### src/rtl/yutorina_if_prefetch_pkg.sv
// Shared CPU definitions for the yutorina core.
// Active-low valid levels and default fetch geometry.
package yutorina_if_prefetch_pkg;

  localparam logic ENABLE_  = 1'b0;
  localparam logic DISABLE_ = 1'b1;

  localparam int unsigned ADDR_W_DEF = 30;
  localparam int unsigned DATA_W_DEF = 32;

  localparam logic [ADDR_W_DEF-1:0] RESET_PC_DEF = '0;

endpackage

### src/rtl/yutorina_sync_fifo.sv
// Single-clock FIFO with synchronous clear.
// Simultaneous push/pop is legal at full and at empty.
module yutorina_sync_fifo #(
  parameter int unsigned WIDTH = 8,
  parameter int unsigned DEPTH = 4
) (
  input  logic                         clk,
  input  logic                         rst,
  input  logic                         i_push,
  input  logic                         i_pop,
  input  logic                         i_clear,
  input  logic [WIDTH-1:0]             i_wdata,
  output logic [WIDTH-1:0]             o_rdata,
  output logic                         o_full,
  output logic                         o_empty,
  output logic [$clog2(DEPTH+1)-1:0]   o_count
);

  localparam int unsigned PW = $clog2(DEPTH);
  localparam int unsigned CW = $clog2(DEPTH+1);

  logic [WIDTH-1:0] r_mem [DEPTH];
  logic [PW-1:0]    r_wp;
  logic [PW-1:0]    r_rp;
  logic [CW-1:0]    r_cnt;
  logic             w_we;
  logic             w_re;

  assign o_full  = (r_cnt == CW'(DEPTH));
  assign o_empty = (r_cnt == '0);
  assign o_count = r_cnt;
  assign o_rdata = r_mem[r_rp];

  assign w_we = i_push & (~o_full | i_pop);
  assign w_re = i_pop & ~o_empty;

  always_ff @(posedge clk) begin
    if (rst || i_clear) begin
      r_wp  <= '0;
      r_rp  <= '0;
      r_cnt <= '0;
    end else begin
      if (w_we) r_wp <= r_wp + PW'(1);
      if (w_re) r_rp <= r_rp + PW'(1);
      unique case ({w_we, w_re})
        2'b10:   r_cnt <= r_cnt + CW'(1);
        2'b01:   r_cnt <= r_cnt - CW'(1);
        default: r_cnt <= r_cnt;
      endcase
    end
  end

  always_ff @(posedge clk) begin
    if (w_we) r_mem[r_wp] <= i_wdata;
  end

endmodule

### src/rtl/yutorina_if_prefetch.sv
// Instruction prefetch stage: credit-based fetch queue
// with in-order response tracking and branch flush.
module yutorina_if_prefetch
  import yutorina_if_prefetch_pkg::*;
#(
  parameter int unsigned         ADDR_W   = ADDR_W_DEF,
  parameter int unsigned         DATA_W   = DATA_W_DEF,
  parameter int unsigned         DEPTH    = 4,
  parameter logic [ADDR_W-1:0]   RESET_PC = ADDR_W'(RESET_PC_DEF)
) (
  input  logic              clk,
  input  logic              rst,
  input  logic              stall,
  input  logic              br_taken,
  input  logic [ADDR_W-1:0] br_addr,
  output logic              mem_req,
  output logic [ADDR_W-1:0] mem_addr,
  input  logic              mem_gnt,
  input  logic              mem_rvalid,
  input  logic [DATA_W-1:0] mem_rdata,
  output logic [ADDR_W-1:0] if_pc,
  output logic [DATA_W-1:0] if_insn,
  output logic              if_en_,
  output logic              busy
);

  localparam int unsigned CW = $clog2(DEPTH+1);
  localparam int unsigned QW = ADDR_W + DATA_W;

  logic [ADDR_W-1:0] r_fpc;
  logic [ADDR_W-1:0] r_rpc;
  logic [CW-1:0]     r_out;
  logic [CW-1:0]     r_disc;
  logic [ADDR_W-1:0] r_pc;
  logic [DATA_W-1:0] r_insn;
  logic              r_en_;

  logic [CW-1:0]     w_cnt;
  logic [CW:0]       w_sum;
  logic [CW-1:0]     w_out_nx;
  logic              w_full;
  logic              w_empty;
  logic              w_grant;
  logic              w_resp;
  logic              w_drop;
  logic              w_push;
  logic              w_pop;
  logic [QW-1:0]     w_head;

  // Queued words plus in-flight requests never exceed DEPTH,
  // so every accepted response is guaranteed a slot.
  assign w_sum   = {1'b0, w_cnt} + {1'b0, r_out};
  assign mem_req = ~rst & ~br_taken & (w_sum < (CW+1)'(DEPTH));
  assign mem_addr = r_fpc;

  assign w_grant = mem_req & mem_gnt;
  assign w_resp  = mem_rvalid & (r_out != '0);
  assign w_drop  = w_resp & (r_disc != '0);
  assign w_push  = w_resp & (r_disc == '0) & ~br_taken
                 & (~w_full | w_pop);
  assign w_pop   = ~stall & ~w_empty & ~br_taken;

  assign w_out_nx = r_out + CW'(w_grant) - CW'(w_resp);

  assign busy = ~rst & w_empty & ((r_out != '0) | mem_req);

  assign if_pc   = r_pc;
  assign if_insn = r_insn;
  assign if_en_  = r_en_;

  yutorina_sync_fifo #(
    .WIDTH (QW),
    .DEPTH (DEPTH)
  ) u_fifo (
    .clk     (clk),
    .rst     (rst),
    .i_push  (w_push),
    .i_pop   (w_pop),
    .i_clear (br_taken),
    .i_wdata ({r_rpc, mem_rdata}),
    .o_rdata (w_head),
    .o_full  (w_full),
    .o_empty (w_empty),
    .o_count (w_cnt)
  );

  always_ff @(posedge clk) begin
    if (rst) begin
      r_fpc  <= RESET_PC;
      r_rpc  <= RESET_PC;
      r_out  <= '0;
      r_disc <= '0;
    end else begin
      r_out <= w_out_nx;
      if (br_taken) begin
        r_fpc  <= br_addr;
        r_rpc  <= br_addr;
        r_disc <= w_out_nx;
      end else begin
        if (w_grant) r_fpc  <= r_fpc + ADDR_W'(1);
        if (w_push)  r_rpc  <= r_rpc + ADDR_W'(1);
        if (w_drop)  r_disc <= r_disc - CW'(1);
      end
    end
  end

  always_ff @(posedge clk) begin
    if (rst) begin
      r_pc   <= RESET_PC;
      r_insn <= '0;
      r_en_  <= DISABLE_;
    end else if (br_taken) begin
      r_en_  <= DISABLE_;
    end else if (!stall) begin
      if (!w_empty) begin
        r_pc   <= w_head[QW-1:DATA_W];
        r_insn <= w_head[DATA_W-1:0];
        r_en_  <= ENABLE_;
      end else begin
        r_en_  <= DISABLE_;
      end
    end
  end

endmodule

### config.mk
export PLATFORM = sky130hd
export DESIGN_NAME = yutorina_if_prefetch
export DESIGN_NICKNAME = d
export VERILOG_FILES = /design/src/rtl/yutorina_if_prefetch_pkg.sv /design/src/rtl/yutorina_sync_fifo.sv /design/src/rtl/yutorina_if_prefetch.sv
export SDC_FILE = /design/constraint.sdc
export NUM_CORES = 1
export LEC_CHECK = 0
export CORE_MARGIN = 2
export CORE_UTILIZATION = 55
export DETAILED_ROUTE_END_ITERATION = 10
export GPL_ROUTABILITY_DRIVEN = 0
export PLACE_DENSITY = 0.81
export SLEW_MARGIN = 30
export SYNTH_ARGS = -nofsm -noshare
export SYNTH_HDL_FRONTEND = slang
export SYNTH_SLANG_ARGS = --single-unit
### constraint.sdc
create_clock -name clk -period 12.8 [get_ports clk]
set_input_delay 2.56 -clock clk [delete_from_list [all_inputs] [get_ports clk]]
set_output_delay 2.56 -clock clk [all_outputs]
set_load 0.005 [all_outputs]
==> results.sh, run 1 <==
export IMPL_p_leak_nw=5.95
export IMPL_avgSynthCellArea_um2=13.7
export IMPL_slew_violations=0
export IMPL_final_layout_size_suffix_gt1_share_pct=12.5
export IMPL_cp_slowest_cell="or2_0"
export IMPL_n_antenna_cell=0
export IMPL_crit_chain="clkdlybuf4s50_1, buf_4, or2_0, nor3_1, o41a_1, clkdlybuf4s50_1"
export IMPL_cts_root_buffer="clkbuf_16"
export IMPL_cp_end_kind="output pin"
export IMPL_vdd_drop_max_uv=96.0
export IMPL_ant_nets=0
export IMPL_synth_simple_area_share_pct=10.6
export IMPL_synth_top_area_cell="edfxtp_1"
export IMPL_start_util_pct=56.3
export IMPL_netlist_area_leader_share_pct=49.0
export IMPL_coreArea_um2=27000
export IMPL_cp_top_family="buffers and inverters"
export IMPL_ys_warn_count=0
export IMPL_clkLatencyLatePin_ns=0.53
export IMPL_synth_most_common_cell="edfxtp_1"
export IMPL_pin_count=163
export IMPL_rsz0062_at_grt="no"
export IMPL_antenna_found_initial=0
export IMPL_portBuffers=162
export IMPL_die_height_um=170
export IMPL_grt_max_degree=82
export IMPL_final_nets=1354
export IMPL_worst_pin_slew_ns=0.932
export IMPL_clk_pin_slew_worst_paths_ns=0.06
export IMPL_cts_hold_buf=0
export IMPL_fmax_ghz=0.129
export IMPL_powerDensity_nw_per_um2=150
export IMPL_avgViaCountPerCell=5.97
export IMPL_initialDrtViolationCount=942
export IMPL_cts_setup_buffers=0
export IMPL_synth_area_um2=15200
export IMPL_critPathKind="in -> out"
export IMPL_cp_required_ns=10.24
export IMPL_synthesis_nets=1194
export IMPL_grt_ovfl_total=0
export IMPL_asyncSetResetFlopFracSynth_pct=0
export IMPL_grt_total_usage_pct=23.1
export IMPL_p_clk_share_pct=40.3
export IMPL_synth_compound_area_share_pct=6.82
export IMPL_synth_top_family_by_area="simple AND/OR/NAND/NOR gates"
export IMPL_skew_ns=0.0121
export IMPL_area_growth_pct=21.8
export IMPL_cts_tree="built"
export IMPL_cts_sinks=384
export IMPL_row_count=60
export IMPL_hold_viol=0
export IMPL_synthCells=1111
export IMPL_dp_cells=1567
export IMPL_wl_per_cell_um=20.4
export IMPL_internal_power_mw=2.15
export IMPL_grt_pass1_wl_um=51800
export IMPL_fp_dieArea_um2=29000
export IMPL_die_x_um=170
export IMPL_h_tree_depth=2
export IMPL_synth_adder_area_share_pct=1.33
export IMPL_vias=9803
export IMPL_first_pass_iters=5
export IMPL_synth_ff_type="edfxtp_1"
export IMPL_yosysSeqAreaShare_pct=66.9
export IMPL_synth_xor_area_share_pct=2.65
export IMPL_cts_buffers=39
export IMPL_cap_violations=0
export IMPL_p_seq_share_pct=51.0
export IMPL_drcViolationCount=0
export IMPL_finalSetupViolCount=0
export IMPL_ys_ff_latch=384
export IMPL_min_period_over_period_pct=60.6
export IMPL_status="completed"
export IMPL_crit_buf_inv=3
export IMPL_crit_path_max_fanout=45
export IMPL_place_hpwl_um=19200
export IMPL_synth_enable_flop_cells=248
export IMPL_finalCriticalPeriod_ns=7.75
export IMPL_ctsResizeCount=0
export IMPL_min_path_type="reg -> reg"
export IMPL_swShare_pct=22.7
export IMPL_max_stage_delay_ns=0.78
export IMPL_muxShareOfSynthArea_pct=9.55
export IMPL_comb_power_share_pct=8.7
export IMPL_synth_area_leaders="edfxtp_1 (49%), dfxtp_1 (18%), mux4_2 (9.2%), nand2_1 (4.4%), a21oi_1 (2.8%)"
export IMPL_critPathMostFrequentCell="clkdlybuf4s50_1"
export IMPL_routed_wl_um=33500
export IMPL_fin_cells=1642
export IMPL_worstPathArrival_ns=5.19
export IMPL_tns_ns=0
export IMPL_synth_commonest_cells="edfxtp_1 (248), nand2_1 (179), dfxtp_1 (136)"
export IMPL_cts_buffer_depth=3
export IMPL_ys_types=60
export IMPL_cp_start_kind="primary input"
export IMPL_grt_pass1_vias=9573
export IMPL_p_sw_mw=0.633
export IMPL_slew_headroom_pct=37.9
[worst register-to-register path, cell delays in order, from the launching register on]
cell      delay [ns]
dfxtp_1         0.42
ha_1            0.29
or4b_2          0.69
nor3_4          0.65
inv_1           0.31
ha_1            0.36
inv_1           0.06
ha_1            0.14
inv_1           0.05
fa_1            0.37
xnor2_1         0.15
a211oi_1        0.23
[per-layer routing]
| layer | wire length [um] | global-route usage [%] |
|---|---|---|
| met1 | 14000 | 31.5 |
| met2 | 16200 | 38.7 |
| met3 | 2550 | 3.79 |
| met4 | 817 | 6.61 |
| met5 | 0 | 0 |
[path summary, 6_finish.rpt]
kind	startpoint	end	slack, ns	depth (start not counted)
hold reg to reg	if_insn[25]$_SDFFE_PP0P_	if_insn[25]$_SDFFE_PP0P_	0.45	2
setup / recovery	br_taken	busy	5.05	6
hold / removal	if_insn[25]$_SDFFE_PP0P_	if_insn[25]$_SDFFE_PP0P_	0.45	2
setup reg to reg	u_fifo.o_count[2]$_SDFFE_PP0P_	r_disc[2]$_SDFFE_PP0P_	8.99	11
[flip-flops by register name, summed over array words and instances, names as in the netlist]
register / count
u_fifo.r_mem: 248
if_pc: 30
if_en_: 1
r_rpc: 30
r_disc: 3
if_insn: 32
u_fifo.o_count: 3
r_out: 3
u_fifo.r_rp: 2
u_fifo.r_wp: 2
mem_addr: 30
[kinds of logic (layout without fill, tap and decap cells)]
kind of cell    after synthesis  count (layout)
flops                       384             384
mux                          67              67
compound gates              170             170
fa+ha+maj                    15              15
xor+xnor                     46              46
simple gates                344             344
buf+inv                      85             275
[cell type report]
type	instances	area (um^2)
inverter	27	101
tap	341	427
multi-input combinational	642	4730
clock buffer	52	1070
clock inverter	19	203
fill	1821	8510
timing repair buffer	177	1800
sequential	384	10200
[power groups by stage]
| stage | Combinational, mW | Clock [mW] | Sequential (mW) |
|---|---|---|---|
| 2_1_floorplan | 0.148 | 0 | 1.43 |
| 6_report | 0.243 | 1.12 | 1.42 |
| 3_5_place_dp | 0.235 | 0 | 1.45 |
| 5_1_grt | 0.268 | 1.18 | 1.43 |
| 4_1_cts | 0.238 | 1.13 | 1.42 |
| 3_3_place_gp | 0.228 | 0 | 1.44 |
[layout by cell type (no fill, tap or decap), types with 4 or more instances in the layout]
cell type	Yosys	routed
nor3_1	11	11
nor2_1	37	37
nand3_1	32	32
a211oi_1	9	9
mux2_2	4	4
buf_4	0	11
o211ai_1	9	9
clkbuf_8	0	5
clkbuf_16	0	39
a31oi_1	14	14
clkbuf_1	46	8
o22ai_1	9	9
xor2_1	34	34
nand2_1	179	178
ha_1	13	13
edfxtp_1	248	248
dfxtp_1	136	134
clkdlybuf4s50_1	0	161
and2_1	9	5
a21boi_0	16	16
inv_1	26	25
mux4_2	62	62
xnor2_1	12	12
nand4_1	30	30
a21oi_1	85	85
o21ai_0	7	7
and3_1	11	11
or3_1	12	12
clkinv_2	0	5
[through the flow]
stage / total power [mW] / setup WS (ns) / hold WS [ns] / utilization, % / cell area (um^2)
finish: 2.79 / 5.05 / 0.452 / 68.5 / 18500
global route: 2.88 / 4.86 / 0.472 / 68.5 / 18500
CTS: 2.79 / 5.07 / 0.454 / 68.2 / 18400
detailed placement: 1.68 / 5.08 / 0.445 / 63.4 / 17100
global placement: 1.67 / 5.10 / 0.440 / 63.4 / 17100
floorplan: 1.58 / 6.80 / 0.453 / - / 15200
No activity file was read; power rests on OpenSTA's default activity.
==> run 2, diff against run 1 <==
Settings changed: CORE_UTILIZATION 55 to 51, PLACE_DENSITY 0.81 to 0.79.
Clock period 12.8 ns to 6.85 ns, I/O delays scaled along.
==> run 2 against run 1 <==
Sequential share of layout area decreased by 0.11 points. Cell count increased by 2.9%. Critical path depth decreased by 1. Setup slack got worse by 2.8 ns. Global-route usage decreased by 2.0 points. Critical endpoint unchanged. Largest power group unchanged. Highest routed layer unchanged.
==> results.sh, run 2 (synthesis gave the netlist of run 1 again) <==
export IMPL_status="completed"
export IMPL_critPathMostFrequentCell="clkdlybuf4s50_1"
export IMPL_portBuffers=162
export IMPL_ant_nets=0
export IMPL_r2r_cells=11
export IMPL_critPathKind="in -> out"
export IMPL_crit_path_max_fanout=13
export IMPL_clkLatencyLatePin_ns=0.53
export IMPL_crit_buf_inv=2
export IMPL_die_height_um=177
export IMPL_finalCriticalPeriod_ns=4.64
export IMPL_powerDensity_nw_per_um2=280
export IMPL_first_pass_iters=6
export IMPL_antenna_found_initial=0
export IMPL_cp_end_kind="output pin"
export IMPL_cts_hold_buf=0
export IMPL_skew_ns=0.00948
export IMPL_die_x_um=177
export IMPL_hold_start="if_insn[10]$_SDFFE_PP0P_"
export IMPL_slew_headroom_pct=40.0
export IMPL_vias=9748
export IMPL_area_growth_pct=22.0
export IMPL_initialDrtViolationCount=977
export IMPL_min_period_over_period_pct=67.7
export IMPL_vdd_drop_max_uv=164
export IMPL_crit_chain="clkdlybuf4s50_1, or2_1, nor3_1, o41a_1, clkdlybuf4s50_1"
export IMPL_multiInputGateArea_um2=4740
export IMPL_cts_tree="built"
export IMPL_n_antenna_cell=0
export IMPL_cts_setup_buffers=0
export IMPL_grt_ovfl_total=0
export IMPL_hold_end="if_insn[10]$_SDFFE_PP0P_"
export IMPL_cp_slowest_cell="or2_1"
export IMPL_cp_start_kind="primary input"
export IMPL_pin_count=163
export IMPL_fp_dieArea_um2=31200
export IMPL_r2r_start="u_fifo.o_count[2]$_SDFFE_PP0P_"
export IMPL_drcViolationCount=0
export IMPL_r2r_end="r_disc[2]$_SDFFE_PP0P_"
export IMPL_largest_register_ffs=248
export IMPL_max_stage_delay_ns=0.49
export IMPL_ctsResizeCount=0
export IMPL_grt_pass1_wl_um=51300
export IMPL_hold_viol=0
export IMPL_avgViaCountPerCell=5.77
export IMPL_top_register="u_fifo.r_mem"
export IMPL_tns_ns=0
export IMPL_seqCellArea_um2=10200
export IMPL_final_layout_size_suffix_gt1_share_pct=11.9
export IMPL_final_cell_mix="edfxtp_1 (248), nand2_1 (178), clkdlybuf4s50_1 (161)"
export IMPL_cp_top_family="buffers and inverters"
export IMPL_clk_pin_slew_worst_paths_ns=0.06
export IMPL_grt_total_usage_pct=21.1
export IMPL_worst_pin_slew_ns=0.899
export IMPL_row_count=63
export IMPL_min_path_type="reg -> reg"
export IMPL_routed_wl_um=32400
export IMPL_r2r_setup_slack_ns=3.19
export IMPL_worst_slack_ns=2.21
export IMPL_coreArea_um2=29500
export IMPL_finalSetupViolCount=0
export IMPL_cp_required_ns=5.48
export IMPL_cts_root_buffer="clkbuf_16"
export IMPL_place_worst_setup_slack_ns=1.91
export IMPL_place_hpwl_um=19200
export IMPL_grt_max_degree=100
export IMPL_h_tree_depth=2
export IMPL_final_common_cell="edfxtp_1"
export IMPL_start_util_pct=51.6
export IMPL_fmax_ghz=0.216
export IMPL_place_area_um2=17200
export IMPL_cts_buffer_depth=3
export IMPL_final_nets=1352
export IMPL_rsz0062_at_grt="no"
export IMPL_cts_buffers=39
export IMPL_p_leak_nw=5.93
export IMPL_nFillCells=2189
export IMPL_wl_per_cell_um=19.2
export IMPL_hold_depth=2
export IMPL_grt_pass1_vias=9724
export IMPL_cap_violations=0
export IMPL_cts_sinks=384
export IMPL_worstPathArrival_ns=3.27
export IMPL_final_area_um2=18600
export IMPL_slew_violations=0
## run 2: cell type report
class	count	area share (%)
flip-flops and latches	384	54.8
clock buffers	53	5.82
inverters	27	0.546
repair buffers	175	9.58
multi-input cells	642	25.5
well taps	390	2.63
clock inverters	19	1.04
## run 2: worst max-delay path by stage
| stage | from | end | slack, ns | cells after the start |
|---|---|---|---|---|
| after floorplan | br_taken | u_fifo.r_mem[0][0]$_DFFE_PP_ | 2.16 | 6 |
| after global placement | mem_gnt | r_disc[2]$_SDFFE_PP0P_ | 1.84 | 11 |
| after detailed placement | br_taken | u_fifo.o_count[2]$_SDFFE_PP0P_ | 1.91 | 13 |
| after CTS | br_taken | busy | 1.91 | 5 |
| after global routing | br_taken | busy | 2.07 | 5 |
| final | br_taken | busy | 2.21 | 5 |
## run 2: through the flow
stage          util, %  total power, mW  hold slack (ns)  instances
3_3_place_gp      58.3             3.12            0.441       1614
6_report          62.9             5.19            0.453       1690
4_1_cts           62.6             5.22            0.456       1686
3_5_place_dp      58.3             3.14            0.447       1614
2_1_floorplan        -             2.96            0.453       1111
5_1_grt           62.9             5.37            0.476       1690
## run 2: worst register-to-register path: stages (launching register included)
cell and delay, ns:
dfxtp_1 0.44, ha_1 0.29, or4b_2 0.70, nor3_4 0.58
inv_1 0.26, ha_1 0.34, inv_1 0.06, ha_1 0.13
inv_1 0.05, fa_1 0.37, xnor2_1 0.15, a211oi_1 0.21
## run 2: where the power goes
part	leakage [nW]	internal, mW	switching [mW]	total [mW]
clock	0.611	1.23	0.859	2.09
sequential	3.37	2.57	0.0825	2.66
combinational	1.95	0.216	0.230	0.446
total	5.93	4.02	1.17	5.19
## run 2: per-layer routing
metal  GRT usage, %  vias to the layer above  routed length (um)
li1               -                     4464                   -
met1           29.3                     4803               14000
met2           34.6                      429               15300
met3           3.93                       52                2570
met4           5.23                        0                 592
met5              0                        -                   0
